## src/rtl/vga_box_pkg.sv

```systemverilog
// Shared constants, palette and the per-axis reflection step for the box bouncer.
package vga_box_pkg;

  localparam int H_RES_DEF = 640;
  localparam int V_RES_DEF = 480;

  localparam logic DIR_POS = 1'b0;
  localparam logic DIR_NEG = 1'b1;

  localparam logic [5:0] PALETTE [4] = '{6'b111111, 6'b110000, 6'b001100, 6'b111100};
  localparam logic [5:0] BORDER_COLOUR = 6'b000011;

  typedef struct packed {
    logic [9:0] pos;
    logic       dir;
    logic       hit;
  } axis_step_t;

  // All arithmetic is 11 bits wide so pos+size+speed can exceed the screen without wrapping.
  function automatic axis_step_t axis_step(input logic [9:0]  pos,
                                           input logic        dir,
                                           input logic [10:0] spd,
                                           input logic [10:0] res,
                                           input logic [10:0] size);
    axis_step_t  r;
    logic [10:0] pos_w;
    pos_w = {1'b0, pos};
    r.pos = pos;
    r.dir = dir;
    r.hit = 1'b0;
    if (spd != 11'd0) begin
      if (dir == DIR_POS) begin
        if (pos_w + size + spd >= res) begin
          r.pos = 10'(res - size);
          r.dir = DIR_NEG;
          r.hit = 1'b1;
        end else begin
          r.pos = 10'(pos_w + spd);
        end
      end else begin
        if (pos_w < spd) begin
          r.pos = '0;
          r.dir = DIR_POS;
          r.hit = 1'b1;
        end else begin
          r.pos = 10'(pos_w - spd);
        end
      end
    end
    return r;
  endfunction

endpackage

```

## src/rtl/vga_box_bouncer_motion.sv

```systemverilog
// Position, direction and colour index of one box; advances only on update.
module vga_box_motion
  import vga_box_pkg::*;
#(
  parameter int         H_RES    = H_RES_DEF,
  parameter int         V_RES    = V_RES_DEF,
  parameter int         BOX_SIZE = 64,
  parameter int         SPEED_W  = 4,
  parameter logic [9:0] X_INIT   = 10'd0,
  parameter logic [9:0] Y_INIT   = 10'd0,
  parameter logic       DX_INIT  = DIR_POS,
  parameter logic       DY_INIT  = DIR_POS,
  parameter logic [1:0] COL_INIT = 2'd0
) (
  input  logic               clk,
  input  logic               rst_n,
  input  logic               update,
  input  logic [SPEED_W-1:0] speed,
  output logic [9:0]         x,
  output logic [9:0]         y,
  output logic [1:0]         colour,
  output logic               bounced
);

  logic       dx;
  logic       dy;
  axis_step_t step_x;
  axis_step_t step_y;

  always_comb begin
    step_x = axis_step(x, dx, 11'(speed), 11'(H_RES), 11'(BOX_SIZE));
    step_y = axis_step(y, dy, 11'(speed), 11'(V_RES), 11'(BOX_SIZE));
  end

  // A corner hit reflects both axes but still counts as a single bounce.
  assign bounced = update & (step_x.hit | step_y.hit);

  always_ff @(posedge clk or negedge rst_n) begin
    if (!rst_n) begin
      x      <= X_INIT;
      y      <= Y_INIT;
      dx     <= DX_INIT;
      dy     <= DY_INIT;
      colour <= COL_INIT;
    end else if (update) begin
      x  <= step_x.pos;
      y  <= step_y.pos;
      dx <= step_x.dir;
      dy <= step_y.dir;
      if (step_x.hit | step_y.hit) colour <= colour + 2'd1;
    end
  end

endmodule

```

## src/rtl/vga_box_bouncer.sv

```systemverilog
// Bouncing-box overlay: frame tick and divider, per-box motion, priority pixel mux
// and registered outputs with sync lines delayed to match the pixel latency.
module vga_box_bouncer
  import vga_box_pkg::*;
#(
  parameter int H_RES     = H_RES_DEF,
  parameter int V_RES     = V_RES_DEF,
  parameter int BOX_SIZE  = 64,
  parameter int NUM_BOXES = 2,
  parameter int FRAME_DIV = 1,
  parameter int BORDER    = 2,
  parameter int SPEED_W   = 4
) (
  input  logic               clk,
  input  logic               rst_n,
  input  logic               hsync_in,
  input  logic               vsync_in,
  input  logic               video_active,
  input  logic [9:0]         pix_x,
  input  logic [9:0]         pix_y,
  input  logic [SPEED_W-1:0] speed,
  input  logic               pause,
  output logic [5:0]         rgb,
  output logic               hsync_out,
  output logic               vsync_out,
  output logic               bounce
);

  localparam logic [3:0] DIV_LAST = 4'(FRAME_DIV - 1);

  logic                 vsync_d;
  logic                 tick;
  logic                 update;
  logic [3:0]           div_cnt;
  logic [9:0]           box_x   [NUM_BOXES];
  logic [9:0]           box_y   [NUM_BOXES];
  logic [1:0]           box_col [NUM_BOXES];
  logic [NUM_BOXES-1:0] box_bounced;
  logic [NUM_BOXES-1:0] in_box;
  logic                 in_border;
  logic [5:0]           rgb_next;

  assign tick   = vsync_in & ~vsync_d;
  assign update = tick & ~pause & (div_cnt == DIV_LAST);

  // Ticks seen while paused are dropped; the divider simply holds.
  always_ff @(posedge clk or negedge rst_n) begin
    if (!rst_n) begin
      vsync_d <= 1'b0;
      div_cnt <= '0;
    end else begin
      vsync_d <= vsync_in;
      if (tick & ~pause) div_cnt <= (div_cnt == DIV_LAST) ? 4'd0 : div_cnt + 4'd1;
    end
  end

  for (genvar i = 0; i < NUM_BOXES; i++) begin : g_box
    vga_box_motion #(
      .H_RES    (H_RES),
      .V_RES    (V_RES),
      .BOX_SIZE (BOX_SIZE),
      .SPEED_W  (SPEED_W),
      .X_INIT   (10'(2 * i * BOX_SIZE)),
      .Y_INIT   (10'(i * BOX_SIZE)),
      .DX_INIT  (((i % 2) == 1) ? DIR_NEG : DIR_POS),
      .DY_INIT  (DIR_POS),
      .COL_INIT (2'(i))
    ) u_motion (
      .clk     (clk),
      .rst_n   (rst_n),
      .update  (update),
      .speed   (speed),
      .x       (box_x[i]),
      .y       (box_y[i]),
      .colour  (box_col[i]),
      .bounced (box_bounced[i])
    );

    assign in_box[i] = ({1'b0, pix_x} >= {1'b0, box_x[i]}) &&
                       ({1'b0, pix_x} <  {1'b0, box_x[i]} + 11'(BOX_SIZE)) &&
                       ({1'b0, pix_y} >= {1'b0, box_y[i]}) &&
                       ({1'b0, pix_y} <  {1'b0, box_y[i]} + 11'(BOX_SIZE));
  end

  assign in_border = (pix_x < 10'(BORDER)) || (pix_x >= 10'(H_RES - BORDER)) ||
                     (pix_y < 10'(BORDER)) || (pix_y >= 10'(V_RES - BORDER));

  // Walk from the highest index down so the lowest-index box wins.
  always_comb begin
    rgb_next = '0;
    if (video_active) begin
      if (in_border) rgb_next = BORDER_COLOUR;
      for (int i = NUM_BOXES - 1; i >= 0; i--) begin
        if (in_box[i]) rgb_next = PALETTE[box_col[i]];
      end
    end
  end

  always_ff @(posedge clk or negedge rst_n) begin
    if (!rst_n) begin
      rgb       <= '0;
      hsync_out <= 1'b0;
      vsync_out <= 1'b0;
      bounce    <= 1'b0;
    end else begin
      rgb       <= rgb_next;
      hsync_out <= hsync_in;
      vsync_out <= vsync_in;
      bounce    <= |box_bounced;
    end
  end

endmodule

```

## config.mk

```make
export PLATFORM = sky130hd
export DESIGN_NAME = vga_box_bouncer
export DESIGN_NICKNAME = d
export VERILOG_FILES = /design/src/rtl/vga_box_pkg.sv /design/src/rtl/vga_box_bouncer_motion.sv /design/src/rtl/vga_box_bouncer.sv
export SDC_FILE = /design/constraint.sdc
export NUM_CORES = 1
export LEC_CHECK = 0
export ABC_AREA = 0
export CAP_MARGIN = 30
export CORE_AREA = 5 5 112 114
export CTS_CLUSTER_DIAMETER = 120
export DETAILED_ROUTE_END_ITERATION = 8
export DIE_AREA = 0 0 117 119
export MAX_ROUTING_LAYER = met4
export PLACE_DENSITY = 0.84
export SLEW_MARGIN = 30
export SYNTH_ARGS = -nofsm -noshare
export SYNTH_HDL_FRONTEND = slang
export SYNTH_SLANG_ARGS = --single-unit
```

## constraint.sdc

```tcl
create_clock -name clk -period 4 [get_ports clk]
set_input_delay 0.8 -clock clk [delete_from_list [all_inputs] [get_ports clk]]
set_output_delay 0.8 -clock clk [all_outputs]
set_load 0.05 [all_outputs]
```

# After elaboration in Yosys (flattened, before gate mapping)
# Index checks and enable logic that the tools add are counted.
[totals] mem_bits_rw=0 n_memories=0 latchBits=0 romBits=0 wordCells=117 in_bits=30 regBits=61 out_inout_bits=9
[classes] order_cmp=22 reduce_logical=15 multipliers=0 n_mux=35 n_bitwise=11 shift=0 n_addsub=19 n_div=0 eq_ne=0
[ops] op="$mux 10" n=8
[ops] op="$mux 12" n=4
[ops] op="$add 10x7->11 const B" n=4
[ops] op="$add 11x4->11" n=4
[ops] op="$lt 10x11->1" n=4
[ops] op="$mux 6" n=7
[ops] op="$add 10x4->10" n=4
[ops] op="$ge 10x10->1" n=4
[ops] op="$lt 10x4->1" n=4
[ops] op="$sub 10x4->10" n=4
[ops] op="$bmux 6 s2" n=2
[ops] op="$ge 11x10->1 const B" n=2
[ops] op="$ge 11x9->1 const B" n=2
[ops] op="$lt 10x2->1 const B" n=2
[ops] op="$mux 2" n=9
[ops] op="$ge 10x10->1 const B" n=1
[ops] op="$ge 10x9->1 const B" n=1
[ops] op="$ge 3x3->1 const B" n=2
[ops] op="$logic_and 1x1->1" n=6
[ops] op="$not 2->3" n=2
[ops] op="$reduce_and 2->1" n=3
[ops] op="$and 1x1->1" n=5
[ops] op="$add 2x1->2 const B" n=2
[ops] op="$add 4x1->4 const B" n=1
[ops] op="8 further kinds" n=15

# Depth between registers and ports, before layout
# Gate-level depths: netlist of the first run.
[depth] depth_word=9 depth_mapped=13 depth_no_buf=12

# Modules after synthesis
# From an unflattened synthesis of the first run, not the netlist that was laid out.
[unflattened] cells_unflattened=845 area_unflattened_um2=6902.9
[modules_own_cells] module="vga_box_motion at g_box[0].u_motion" seq_area_each_um2=600.6 instances=1 cells_each=288 area_per_inst_um2=2366.0
[modules_own_cells] module="vga_box_motion at g_box[1].u_motion" seq_area_each_um2=605.6 instances=1 cells_each=282 area_per_inst_um2=2366.0
[modules_own_cells] module="vga_box_bouncer" seq_area_each_um2=250.2 instances=1 cells_each=275 area_per_inst_um2=2170.8

# Least setup slack after synthesis of the first run
# OpenSTA, ideal clock, no wires.
[synth_path] path_type="input -> register" start="in speed[0]" end="reg g_box[0].u_motion.colour[1]" arrival_ns=3.245 stages=10 setup_slack_ns=0.628 setup_ns=0.127 path_buffers=0 t_required_ns=3.873 path_cell_list="ha_1 > fa_1 > nor3b_2 > o311a_1 > and2_1 > o311ai_1 > a211oi_2 > nor2_1 > o21a_1 > mux2_1"
[synth_via] elab_chain_cells=7 elab_cells_between_ends=17 cone_classes="add/sub (2); order compare (4); mux (8); bitwise (1); reduce/logical (2)"
[synth_rtl] item="start, declared" line="vga_box_bouncer.sv:21" rtl="input logic [SPEED_W-1:0] speed,"
[synth_rtl] item="$add 11x4->11" line="vga_box_pkg.sv:33" rtl="if (pos_w + size + spd >= res) begin"
[synth_rtl] item="$ge 11x10->1 or $ge 11x9->1 (tied branches)" line="vga_box_pkg.sv:33"
[synth_rtl] item="$mux 2" line="vga_box_pkg.sv:33"
[synth_rtl] item="$mux 12" line="vga_box_pkg.sv:32" rtl="if (dir == DIR_POS) begin"
[synth_rtl] item="$mux 1" line="vga_box_pkg.sv:31" rtl="if (spd != 11'd0) begin"
[synth_rtl] item="$or 1x1->1 *" line="vga_box_bouncer_motion.sv:50" rtl="if (step_x.hit | step_y.hit) colour <= colour + 2'd1;"
[synth_rtl] item="$reduce_and 2->1 (no line) *"
[synth_rtl] item="end signal, assigned" line="vga_box_bouncer_motion.sv:50"
[synth_rtl] item="end, declared" line="vga_box_bouncer_motion.sv:21" rtl="output logic [1:0] colour,"
# Every way passes the cells marked *; elsewhere a longest branch is shown, timed or not.
# A chain may end at the register's enable or synchronous reset.

# Worst setup path in the final report of the first run
[layout_path] start="in speed[1]" end="reg g_box[0].u_motion.colour[1]"
# Same word-level chain as after synthesis.

==> impl_metrics.json, run 1 <==
{
  "max_stage_delay_ns": 0.50,
  "cts.path.max_buffers": 2,
  "final_common_cell": "ha_1",
  "synth_edf_count": 0,
  "grt_max_degree": 31,
  "peakVddDrop_uv": 506,
  "wl_per_cell_um": 19.1,
  "num_antenna_cells": 0,
  "synth_top_area_cell": "dfrtp_1",
  "cts_root_buffer": "clkbuf_16",
  "timing.fmax_mhz": 273,
  "critPathTopFamily": "compound AO/OA/AOI/OAI gates",
  "io_buffers": 38,
  "cts_tree": "built",
  "synth_top_area_share_pct": 19.6,
  "grt_pass1_wl_um": 33400,
  "die-area_um2": 13900,
  "end_kind": "flip-flop",
  "grt_pass1_vias": 6774,
  "postCtsSetupBuffers": 0,
  "fin_tns_setup_ns": 0,
  "syn_avg_cell_area_um2": 8.31,
  "areaGrowthSynthToFinish_pct": 15.5,
  "ioPinCount": 39,
  "path_clk_slew_ns": 0.05,
  "start_util_pct": 60.8,
  "setup_viol": 0,
  "netlist_top_cells_area": "dfrtp_1, ha_1, inv_1",
  "dr.pass1.iters": 6,
  "routed_via_density": 6.50,
  "numCtsBuffers": 9,
  "synth_area_um2": 6890,
  "htree_levels": 3,
  "syn-num-nets": 975,
  "insertion_delay_ns": 0.34,
  "fp.dieW_um": 117,
  "antenna_found_initial": 0,
  "rsz0062_at_grt": "no",
  "fillCellCount": 896,
  "cp-start-kind": "input port",
  "crit_arrival_ns": 3.88,
  "leakage_nw": 3.55,
  "antenna_left": 0,
  "cts.repair.resized": 0,
  "synth_ff_type": "dfrtp_1",
  "crit_buf_inv": 3,
  "synth_xor_xnor_area_share_pct": 3.43,
  "maxSlewHeadroom_pct": 40.4,
  "period_share_pct": 91.7,
  "layout-drive-gt1-share_pct": 10.2,
  "route.detailed.drc": 0,
  "hold_class": "flip-flop to flip-flop",
  "outcome": "completed",
  "cts_sinks": 58,
  "skew_ns": 0.00587,
  "synthAdderAreaFrac_pct": 21.9,
  "synthSimpleGateAreaFrac_pct": 17.5,
  "core_area_um2": 11300,
  "path_max_fanout": 4,
  "worst-endpoint-required_ns": 4.21,
  "synth_cells": 829,
  "crit_type": "input port to flip-flop",
  "yosys_warnings": 0,
  "wirelength_um": 19900,
  "worst_pin_slew_ns": 0.894,
  "power_density_nw_per_um2": 769,
  "drt_iter0_drc": 783,
  "final_util_pct": 70.3,
  "hold_viol_final": 0,
  "post-dp-hpwl_um": 15600,
  "fin_crit_ns": 3.67,
  "die_height_um": 119,
  "overflow": 0,
  "rows": 39,
  "yosysSeqAreaShare_pct": 21.1,
  "synth_mux_area_share_pct": 0.472,
  "total_power_mw": 6.12,
  "synth_top_family_by_area": "compound AO/OA/AOI/OAI gates",
  "synth_seq_cells": 58,
  "gp_congestion": 0.919,
  "hold_buffers": 0,
  "nets": 1040,
  "cp_slowest_cell": "clkdlybuf4s50_1",
  "synth-compound-area-share_pct": 28.9,
  "drv_slew": 0,
  "grtUsageTotal_pct": 30.6,
  "synth_cell_types": 83,
  "layout_common_cells": "ha_1, inv_1, o21ai_0, a21oi_1, dfrtp_1",
  "num_vias": 6773,
  "maxCapViolations": 0,
  "async_reset_ff_share_pct": 100,
  "worstPathCellList": "clkdlybuf4s50_1, inv_1, buf_4, ha_1, nand2b_1, a221oi_1, o2111ai_1, o311ai_1, a211oi_2, nor2_1, o21a_1, mux2_1"
}
## worst paths after layout
kind | cells after the start | from | endpoint | slack (ns)
setup / recovery | 12 | speed[1] | g_box[0].u_motion.colour[1]$_DFFE_PN0P_ | 0.33
hold reg to reg | 1 | div_cnt[3]$_DFFE_PN0P_ | div_cnt[3]$_DFFE_PN0P_ | 0.48
min in group asynchronous | 1 | rst_n | g_box[0].u_motion.y[9]$_DFFE_PN0P_ | 0.52
setup reg to reg | 11 | g_box[1].u_motion.y[6]$_DFFE_PN1P_ | rgb[1]$_DFF_PN0_ | 0.64
max in group asynchronous | 2 | rst_n | g_box[1].u_motion.colour[0]$_DFFE_PN1P_ | 2.68
hold / removal | 1 | div_cnt[3]$_DFFE_PN0P_ | div_cnt[3]$_DFFE_PN0P_ | 0.48
## worst register-to-register path, stage by stage (launching register included)
cell       delay (ns)
dfstp_2          0.66
ha_1             0.29
xnor2_1          0.32
ha_1             0.37
a21o_1           0.16
a21oi_1          0.25
o221ai_1         0.18
a2111oi_0        0.38
buf_4            0.19
and2_1           0.18
o2111ai_1        0.15
o21ai_0          0.12
## stage by stage
step                      area, um2  std cells  setup WS (ns)  hold slack [ns]
after floorplan                6890        829          0.628            0.446
after global placement         7670       1026          0.138            0.467
after detailed placement       7670       1026         0.0228            0.476
after CTS                      7960       1042          0.365            0.483
after global routing           7960       1042          0.128            0.505
final                          7960       1042          0.333            0.481
## routing by layer
layer / GRT usage (%) / up-vias / wire length [um]
met4: 9.75 / 0 / 416
li1: - / 3213 / -
met2: 48.7 / 280 / 9590
met1: 40.2 / 3240 / 8690
met3: 4.41 / 40 / 1210
met5: - / - / 0
## cell type report
class / count / area [um2] / area share (%)
Timing Repair Buffer: 89 / 758 / 9.53
Multi-Input combinational cell: 659 / 4980 / 62.6
Clock buffer: 13 / 250 / 3.14
Tap cell: 143 / 179 / 2.25
Inverter: 77 / 289 / 3.63
Clock inverter: 3 / 40.0 / 0.503
Sequential cell: 58 / 1460 / 18.3
## where the power goes
part	switching (mW)	leakage (nW)	total (mW)	internal, mW
combinational	2.32	2.70	4.01	1.69
clock	0.290	0.144	0.787	0.498
sequential	0.468	0.701	1.32	0.850
## flip-flops by register name, indices dropped and copies added (netlist names)
name and flops:
g_box.u_motion.y 20, g_box.u_motion.colour 4, vsync_out 1, rgb 3, g_box.u_motion.x 20, hsync_out 1
bounce 1, g_box.u_motion.dx 2, div_cnt 4, g_box.u_motion.dy 2
## kinds of logic after synthesis
kind of cell / Yosys count
mux: 3
xor+xnor: 27
compound gates: 282
simple gates: 231
flops: 58
fa+ha+maj: 116
buf+inv: 112
## synthesized netlist by cell type (14+ instances only)
cell type and count:
clkbuf_1 24, a21o_1 20, o21ai_0 57, xnor2_1 26, a211oi_1 14, dfrtp_1 54
ha_1 108, nand2_1 46, nor3_1 17, nand3_1 26, nor2_1 50, inv_1 77
a21oi_1 55
Power figures use the tool's default switching activity.
==> inputs of run 2 (changes only) <==
CAP_MARGIN = unset   (was 30)
CORE_AREA = 2 2 109 111   (was 5 5 112 114)
DIE_AREA = 0 0 111 113   (was 0 0 117 119)
PLACE_DENSITY = 0.79   (was 0.84)
==> run 2 against run 1 <==
Effect of this change:
- wire length rose by 0.68%
- clock power rose by 9.8%
- critical path depth did not move
- sequential power barely moved
- critical path type unchanged
- critical endpoint is now g_box[0].u_motion.x[3]$_DFFE_PN0P_
- largest cell class unchanged
- largest power group unchanged
==> impl_metrics.json, run 2 (synthesis gave the netlist of run 1 again) <==
{
  "outcome": "completed",
  "end_kind": "flip-flop",
  "hold_buffers": 0,
  "fin_crit_ns": 3.59,
  "route.detailed.drc": 0,
  "die_height_um": 113,
  "cts_sinks": 58,
  "fin_tns_setup_ns": 0,
  "fillCellCount": 900,
  "r2r-end": "rgb[3]$_DFF_PN0_",
  "grt_max_degree": 41,
  "reg2reg_depth": 10,
  "io_buffers": 38,
  "timing.fmax_mhz": 278,
  "wl_per_cell_um": 19.4,
  "area.sequential_um2": 1460,
  "hold_class": "input port to asynchronous set/reset pin",
  "final_common_cell": "ha_1",
  "cp-startpoint": "speed[1]",
  "nets": 1029,
  "numCtsBuffers": 9,
  "rows": 39,
  "reg_top3": "g_box.u_motion.x (20), g_box.u_motion.y (20)",
  "layout_common_cells": "ha_1, inv_1, o21ai_0, a21oi_1, dfrtp_1",
  "postCtsSetupBuffers": 0,
  "core_area_um2": 11300,
  "cp-start-kind": "input port",
  "num_antenna_cells": 0,
  "antenna_found_initial": 0,
  "path_clk_slew_ns": 0.06,
  "ff2ff_setup_slack_ns": 0.56,
  "gp_congestion": 1.00,
  "wirelength_um": 20000,
  "path_max_fanout": 9,
  "fp.dieW_um": 111,
  "grtUsageTotal_pct": 33.5,
  "leakage_nw": 3.51,
  "cts.path.max_buffers": 2,
  "worst-endpoint-required_ns": 4.26,
  "start_util_pct": 61.1,
  "multi_input_area_um2": 4980,
  "crit_arrival_ns": 3.85,
  "r2r_start": "g_box[1].u_motion.y[7]$_DFFE_PN0P_",
  "routed_via_density": 6.65,
  "drv_slew": 0,
  "period_share_pct": 89.8,
  "areaGrowthSynthToFinish_pct": 15.0,
  "skew_ns": 0.00618,
  "maxCapViolations": 0,
  "grt_pass1_vias": 6790,
  "post-dp-hpwl_um": 15100,
  "crit_type": "input port to flip-flop",
  "num_vias": 6853,
  "total_power_mw": 6.21,
  "hold_viol_final": 0,
  "dr.pass1.iters": 7,
  "insertion_delay_ns": 0.34,
  "antenna_left": 0,
  "rsz0062_at_grt": "no",
  "htree_levels": 3,
  "layout-drive-gt1-share_pct": 9.23,
  "worst_pin_slew_ns": 0.716,
  "cts.repair.resized": 0,
  "die-area_um2": 12500,
  "peakVddDrop_uv": 506,
  "setup_viol": 0,
  "drt_iter0_drc": 699,
  "power_density_nw_per_um2": 784,
  "grt_pass1_wl_um": 33000,
  "maxSlewHeadroom_pct": 51.9,
  "cts_tree": "built",
  "overflow": 0,
  "cts_root_buffer": "clkbuf_16",
  "ioPinCount": 39,
  "critPathCapture": "g_box[0].u_motion.x[3]$_DFFE_PN0P_"
}
-- run 2: routing by layer --
metal	vias to the layer above	track usage [%]	part of all wire, %
met5	-	-	0
met4	0	14.8	3.3
met3	56	4.45	5.7
met2	285	54.6	47
met1	3315	42.0	44
li1	3197	-	-
-- run 2: cell type report --
cell class                 count  share of cell area [%]
tap                          143                    2.26
multi-input combinational    659                    62.9
clock inverter                 4                   0.948
timing repair buffer          78                    8.72
inverter                      77                    3.65
clock buffer                  12                    3.11
sequential                    58                    18.4
-- run 2: worst max-delay path, cell delays in order --
cell and delay (ns):
clkdlybuf4s50_1 0.44, buf_4 0.21, fa_1 0.47, nor3b_2 0.18
o311a_1 0.35, buf_4 0.15, nand3_1 0.07, o311ai_1 0.12
a21oi_1 0.30, nand2_1 0.22, o221a_2 0.32, o31ai_1 0.21
-- run 2: worst min-delay path by stage --
stage | cells after the start | slack (ns) | endpoint | startpoint
2_1_floorplan | 1 | 0.45 | div_cnt[3]$_DFFE_PN0P_ | div_cnt[3]$_DFFE_PN0P_
5_1_grt | 1 | 0.50 | div_cnt[3]$_DFFE_PN0P_ | div_cnt[3]$_DFFE_PN0P_
3_3_place_gp | 1 | 0.47 | div_cnt[3]$_DFFE_PN0P_ | div_cnt[3]$_DFFE_PN0P_
4_1_cts | 1 | 0.48 | div_cnt[3]$_DFFE_PN0P_ | div_cnt[3]$_DFFE_PN0P_
3_5_place_dp | 1 | 0.47 | div_cnt[3]$_DFFE_PN0P_ | div_cnt[3]$_DFFE_PN0P_
6_report | 1 | 0.47 | rgb[3]$_DFF_PN0_ | rst_n
-- run 2: power by group --
part | switching [mW] | total [mW] | internal (mW)
logic | 2.37 | 4.04 | 1.67
registers | 0.460 | 1.31 | 0.850
clock network | 0.301 | 0.864 | 0.563
total | 3.13 | 6.21 | 3.08
-- run 2: per-stage QoR --
stage               area, um2  utilization, %  setup slack [ns]  hold WS, ns  std cells
finish                   7920            70.3             0.408        0.468       1031
CTS                      7920            70.3             0.416        0.478       1031
floorplan                6890               -             0.628        0.446        829
global route             7920            70.3             0.153        0.504       1031
detailed placement       7600            67.4            0.0671        0.468       1015
global placement         7600            67.4             0.139        0.468       1015
==> inputs of run 3 (changes only) <==
SKIP_CTS_REPAIR_TIMING = 1   (was unset)
==> results of run 3 <==
Same layout as run 2: the final DEF is identical, and so are final timing and power.
